## config.mk

```make
export PLATFORM = sky130hd
export DESIGN_NAME = uart_rx_bank_loader
export DESIGN_NICKNAME = d
export VERILOG_FILES = /design/src/rtl/uart_rx_bank_loader.sv
export SDC_FILE = /design/constraint.sdc
export NUM_CORES = 1
export LEC_CHECK = 0
export CAP_MARGIN = 20
export CORE_MARGIN = 8
export CORE_UTILIZATION = 25
export CTS_CLUSTER_DIAMETER = 100
export DETAILED_ROUTE_END_ITERATION = 10
export PLACE_DENSITY = 0.39
export SETUP_SLACK_MARGIN = 0.5
export SLEW_MARGIN = 10
export SYNTH_ARGS = -nofsm -noshare
export SYNTH_HDL_FRONTEND = slang
export SYNTH_SLANG_ARGS = --single-unit
export TNS_END_PERCENT = 20
```

## constraint.sdc

```tcl
create_clock -name clk -period 3.5 [get_ports clk]
set_clock_uncertainty 0.05 [all_clocks]
set_input_delay 1.05 -clock clk [delete_from_list [all_inputs] [get_ports clk]]
set_output_delay 1.05 -clock clk [all_outputs]
set_load 0.01 [all_outputs]
```

## src/rtl/uart_rx_bank_loader.sv

```systemverilog
// Framed UART write loader: parses opcode/bank/addr/len headers, assembles
// little-endian words and pulses a one-hot bank write per word.
module uart_rx_bank_loader #(
  parameter int unsigned CLK_FREQUENCY = 100_000_000,
  parameter int unsigned BAUD_RATE     = 115200,
  parameter int unsigned DATA_WIDTH    = 10,
  parameter int unsigned NUM_BANKS     = 2,
  parameter int unsigned MEMORY_DEPTH  = 1024,
  parameter logic [7:0]  WRITE_OPCODE  = 8'h57,
  parameter int unsigned TIMEOUT_BYTES = 16,
  localparam int unsigned ADDR_W       = $clog2(MEMORY_DEPTH)
) (
  input  logic                  clk,
  input  logic                  rst_n,
  input  logic                  rx_valid,
  input  logic [7:0]            rx_data,
  output logic [NUM_BANKS-1:0]  we,
  output logic [ADDR_W-1:0]     addr,
  output logic [DATA_WIDTH-1:0] wdata,
  output logic                  cmd_valid,
  output logic [7:0]            cmd_code,
  output logic                  busy,
  output logic                  write_done,
  output logic                  err_bank,
  output logic                  err_len,
  output logic                  err_timeout
);
  localparam int unsigned WORD_BYTES = (DATA_WIDTH + 7) / 8;
  // Byte time is rounded to the nearest clock.
  localparam longint unsigned BYTE_CLKS = (64'd10 * CLK_FREQUENCY + BAUD_RATE / 2) / BAUD_RATE;
  localparam longint unsigned TMO_LIMIT = TIMEOUT_BYTES * BYTE_CLKS;
  localparam int TMO_W  = $clog2(TMO_LIMIT + 64'd1);
  localparam int BANK_W = (NUM_BANKS > 1) ? $clog2(NUM_BANKS) : 1;
  localparam int BC_W   = (WORD_BYTES > 1) ? $clog2(WORD_BYTES) : 1;
  localparam logic [8:0] NB9 = 9'(NUM_BANKS);

  typedef enum logic [2:0] {
    S_IDLE, S_BANK, S_ADDR_LO, S_ADDR_HI, S_LEN_LO, S_LEN_HI, S_DATA
  } state_t;

  state_t                  state_q, state_d;
  logic [TMO_W-1:0]        tmo_q, tmo_d;
  logic [BANK_W-1:0]       bank_q, bank_d;
  logic [7:0]              lo_q, lo_d;
  logic [ADDR_W-1:0]       cur_q, cur_d;
  logic [15:0]             rem_q, rem_d;
  logic [BC_W-1:0]         bcnt_q, bcnt_d;
  logic [8*WORD_BYTES-1:0] acc_q, acc_d;
  logic                    pend_q, pend_d;
  logic [NUM_BANKS-1:0]    we_q, we_d;
  logic [ADDR_W-1:0]       addr_q, addr_d;
  logic [DATA_WIDTH-1:0]   wdata_q, wdata_d;
  logic                    cmd_valid_q, cmd_valid_d;
  logic [7:0]              cmd_code_q, cmd_code_d;
  logic                    busy_q, busy_d;
  logic                    done_q, done_d;
  logic                    eb_q, eb_d, el_q, el_d, et_q, et_d;

  logic [8*WORD_BYTES-1:0] word;
  logic [15:0]             n16;
  logic [16:0]             end17;

  always_comb begin
    state_d = state_q;  tmo_d = tmo_q;     bank_d = bank_q;   lo_d = lo_q;
    cur_d = cur_q;      rem_d = rem_q;     bcnt_d = bcnt_q;   acc_d = acc_q;
    pend_d = 1'b0;      we_d = '0;         addr_d = addr_q;   wdata_d = wdata_q;
    cmd_valid_d = 1'b0; cmd_code_d = cmd_code_q;
    done_d = pend_q;    eb_d = 1'b0;       el_d = 1'b0;       et_d = 1'b0;
    word = acc_q;
    n16 = {rx_data, lo_q};
    end17 = 17'(cur_q) + 17'(n16);

    // Inter-byte watchdog; a byte arriving on the expiry cycle wins.
    if (state_q == S_IDLE || rx_valid) begin
      tmo_d = '0;
    end else if (tmo_q == TMO_W'(TMO_LIMIT - 1)) begin
      tmo_d = '0;
      et_d = 1'b1;
      state_d = S_IDLE;
    end else begin
      tmo_d = tmo_q + TMO_W'(1);
    end

    if (rx_valid) begin
      unique case (state_q)
        S_IDLE: begin
          if (rx_data == WRITE_OPCODE) state_d = S_BANK;
          else begin
            cmd_valid_d = 1'b1;
            cmd_code_d  = rx_data;
          end
        end
        S_BANK: begin
          if ({1'b0, rx_data} >= NB9) begin
            eb_d = 1'b1;
            state_d = S_IDLE;
          end else begin
            bank_d = rx_data[BANK_W-1:0];
            state_d = S_ADDR_LO;
          end
        end
        S_ADDR_LO: begin
          lo_d = rx_data;
          state_d = S_ADDR_HI;
        end
        S_ADDR_HI: begin
          cur_d = ADDR_W'(n16);
          state_d = S_LEN_LO;
        end
        S_LEN_LO: begin
          lo_d = rx_data;
          state_d = S_LEN_HI;
        end
        S_LEN_HI: begin
          if (end17 > 17'(MEMORY_DEPTH)) begin
            el_d = 1'b1;
            state_d = S_IDLE;
          end else if (n16 == 16'd0) begin
            done_d = 1'b1;
            state_d = S_IDLE;
          end else begin
            rem_d = n16;
            bcnt_d = '0;
            state_d = S_DATA;
          end
        end
        S_DATA: begin
          word[8*bcnt_q +: 8] = rx_data;
          acc_d = word;
          if (bcnt_q == BC_W'(WORD_BYTES - 1)) begin
            bcnt_d = '0;
            we_d[bank_q] = 1'b1;
            addr_d = cur_q;
            wdata_d = word[DATA_WIDTH-1:0];
            cur_d = cur_q + ADDR_W'(1);
            rem_d = rem_q - 16'd1;
            // Last word: done pulse follows the write by one cycle.
            if (rem_q == 16'd1) begin
              pend_d = 1'b1;
              state_d = S_IDLE;
            end
          end else begin
            bcnt_d = bcnt_q + BC_W'(1);
          end
        end
        default: state_d = S_IDLE;
      endcase
    end

    busy_d = (state_d != S_IDLE) || pend_d;
  end

  always_ff @(posedge clk or negedge rst_n) begin
    if (!rst_n) begin
      state_q <= S_IDLE;  tmo_q <= '0;       bank_q <= '0;    lo_q <= '0;
      cur_q <= '0;        rem_q <= '0;       bcnt_q <= '0;    acc_q <= '0;
      pend_q <= 1'b0;     we_q <= '0;        addr_q <= '0;    wdata_q <= '0;
      cmd_valid_q <= 1'b0; cmd_code_q <= '0; busy_q <= 1'b0;  done_q <= 1'b0;
      eb_q <= 1'b0;       el_q <= 1'b0;      et_q <= 1'b0;
    end else begin
      state_q <= state_d; tmo_q <= tmo_d;    bank_q <= bank_d; lo_q <= lo_d;
      cur_q <= cur_d;     rem_q <= rem_d;    bcnt_q <= bcnt_d; acc_q <= acc_d;
      pend_q <= pend_d;   we_q <= we_d;      addr_q <= addr_d; wdata_q <= wdata_d;
      cmd_valid_q <= cmd_valid_d; cmd_code_q <= cmd_code_d;
      busy_q <= busy_d;   done_q <= done_d;
      eb_q <= eb_d;       el_q <= el_d;      et_q <= et_d;
    end
  end

  assign we          = we_q;
  assign addr        = addr_q;
  assign wdata       = wdata_q;
  assign cmd_valid   = cmd_valid_q;
  assign cmd_code    = cmd_code_q;
  assign busy        = busy_q;
  assign write_done  = done_q;
  assign err_bank    = eb_q;
  assign err_len     = el_q;
  assign err_timeout = et_q;
endmodule

```

==> flow_summary.toml <==
[drt]
wl_per_cell_um = 17.1
drtPass1Iterations = 4
post-route-drc-count = 0
dr.first_iter.drc_count = 278
via_count = 4827
ant_nets = 0
finalWirelength_um = 17100
vias_per_cell = 4.81

[power_and_ir_drop]
ir_drop_v = 0.000215
p_per_area_nw_per_um2 = 332
p_leak_nw = 3.26

[synth]
synth-async-reset-ratio_pct = 100
synth_ff_type = "dfrtp_1"
synth_cell_type_count = 62
syn_inst = 621
syn-cell-area_um2 = 5510
synth_seq_cells = 102
synth_edf_count = 0
synth_nets = 647
yosysSeqAreaShare_pct = 46.3
yosys_warnings = 0
avgSynthCellArea_um2 = 8.88

[global_route]
grt_max_degree = 45
grt_pass1_vias = 4925
grtUsageMet2_pct = 21.8
gr-usage-met1_pct = 16.8
top_usage_layer = "met2"
grtUsageTotal_pct = 13.0
grt_pass1_wl_um = 27500
antenna_found_initial = 0
grtUsageMet3_pct = 1.97
grt-ovfl-total = 0

[outcome]
outcome = "finished, final reports clean"

[placed_design]
dpl_cell_area_um2 = 6690
pre_cts_ws_ns = -0.472
portBuffers = 46
place_hpwl_um = 12700
gp_congestion = 0.781

[finish]
syn_to_final_growth_pct = 29.8
nets = 744
drive_gt1_share_pct = 18.9
utilization_pct = 32.9
postLayoutCellArea_um2 = 7160
diodes = 0

[sta]
setup_tns_ns = 0
hold_viol = 0
slew_viol_final = 0
slew_headroom_pct = 50.3
rsz0062_at_grt = "true"
setup_violations = 0
fin_crit_sh_pct = 92.8
worst_pin_slew_ns = 0.745
max_freq_ghz = 0.308
finalCriticalPeriod_ns = 3.25
timing.final.ws_setup_ns = 0.252
hold_slack_ns = 0.416

[floorplan]
die_area_um2 = 27100
coreArea_um2 = 21800
die_h_um = 164
row_count = 54
die_w_um = 164
start_util_pct = 25.3
io_pins = 47

[cts]
root_buffer = "clkbuf_16"
clock_latency_ns = 0.36
htreeDepth = 3
clkSinkCount = 102
cts_buffer_depth = 2
clkTransAtPathRegs_ns = 0.07
cts_inserted_buffers = 9
cts_tree = "done"

[worst_hold_path]
min_path_type = "reg -> reg"

[setup_path]
crit_path_start_kind = "input port"
crit_path_end_kind = "flip-flop"
cp_max_fo = 6
crit_chain = "buf_2 -> ha_4 -> nand4_1 -> buf_4 -> buf_4 -> or3_1 -> mux2i_2 -> nor4_4 -> nand3_2 -> nor2_2 -> a21o_1 -> or4b_4"
worstPathRequired_ns = 3.69
crit_path_frequent_cell = "buf_4"
cpMaxStageDelayCell = "or4b_4"
critPathMaxStageDelay_ns = 0.47
critPathArrivalTime_ns = 3.43
worstSetupPathType = "in -> reg"

[run]
drv_cap = 0
final timing paths:
path	depth (start not counted)	startpoint	slack, ns	endpoint
min in group asynchronous	1	rst_n	0.64	rem_q[6]
worst max-delay path	12	rx_data[1]	0.25	busy
max in group asynchronous	2	rst_n	2.02	lo_q[4]
worst min register to register	2	acc_q[1]	0.42	wdata[1]
worst max register to register	12	lo_q[0]	0.28	rem_q[8]
worst min-delay path	2	acc_q[1]	0.42	wdata[1]
synth_stat cells (all sizes together), types with 3 or more instances:
master  instances  area share (%)
nor4           10             1.4
o21ai          46             4.3
inv            10            0.68
or3             8            0.91
or4             3            0.41
o211ai          3            0.41
nand4          12             1.5
nand2         128             8.7
ha             14             3.2
a31oi           8            0.91
and3           12             1.4
a21oi          28             2.6
o22ai           5            0.57
clkbuf         28             1.9
nand2b          5            0.57
a21o            6            0.82
or2             4            0.45
nor2           54             3.7
xor2           15             2.4
mux2           16             3.3
nor3           17             1.5
buf             5            0.41
nand3          29             2.7
mux2i           3            0.54
xnor2          10             1.6
dfrtp         102              46
a22o            3            0.48
critical path: cells and delay by family:
| family | cells | cell delay (ns) |
|---|---|---|
| AOI/OAI and AO/OA | 1 | 0.17 |
| adders and majority gates | 1 | 0.29 |
| buffers and inverters | 3 | 0.45 |
| muxes | 1 | 0.22 |
| and+or+nand+nor | 6 | 1.25 |
state kept, by name, indices dropped and copies added, names as in the netlist:
register and flops:
err_timeout 1, err_bank 1, wdata 10, addr 10, cur_q 10, err_len 1, rem_q 16, pend_q 1
we 2, bcnt_q 1, tmo_q 18, busy 1, cmd_valid 1, lo_q 8, cmd_code 8, bank_q 1
state_q 3, write_done 1, acc_q 8
per-stage QoR:
step,instances,power [mW]
3_3_place_gp,973,1.42
5_1_grt,1003,2.49
4_1_cts,1002,2.42
2_1_floorplan,621,1.30
3_5_place_dp,973,1.42
6_report,1003,2.38
layout make-up:
class,instances,area [µm²]
Fill cell,2302,14600
Timing Repair Buffer,119,1030
Clock buffer,13,260
Clock inverter,3,18.8
Tap cell,280,350
Multi-Input combinational cell,475,2910
Sequential cell,102,2550
Inverter,11,41.3
layer usage:
| metal | vias up | part of all wire, % |
|---|---|---|
| li1 | 2379 | - |
| met1 | 2362 | 47 |
| met2 | 71 | 48 |
| met3 | 15 | 3.0 |
| met4 | 0 | 1.8 |
| met5 | - | 0 |
repair_timing:
| action | 4_1_cts | 5_1_grt |
|---|---|---|
| hold buffers | 0 | 0 |
| setup buffers | 13 | 1 |
| hold endpoints to repair | 0 | 0 |
| gates resized for setup | 30 | 13 |
| pin swaps | 15 | 6 |
| setup endpoints to repair | 22 | 22 |
cell usage in the layout, fill, tap and decap left out, types with 6 or more instances in the layout:
master	instances
a21oi_1	25
xor2_1	15
xnor2_1	10
or3_1	8
nor3_1	17
ha_1	11
nor2_1	53
o21ai_0	35
dfrtp_1	102
and3_1	12
a21o_1	6
clkbuf_16	9
nor4_1	8
nand2_1	127
mux2_2	16
a31oi_1	8
inv_1	9
clkdlybuf4s50_1	37
buf_4	68
nand4_1	11
o21ai_1	8
nand3_1	26
report_power, final:
group | switching, mW | total [mW] | leakage [nW] | internal [mW]
logic | 0.111 | 0.190 | 1.75 | 0.0792
registers | 0.0143 | 1.21 | 1.37 | 1.20
clock network | 0.453 | 0.975 | 0.140 | 0.522
total | 0.579 | 2.38 | 3.26 | 1.80
cell families after synthesis:
family / count (synthesis) / share of synthesized area, %
buf+inv: 44 / 3.06
flops: 102 / 46.3
xor+xnor: 25 / 3.97
mux: 19 / 3.81
compound gates: 123 / 14.5
simple gates: 293 / 24.8
fa+ha+maj: 15 / 3.54
No activity file was read; power rests on OpenSTA's default activity.
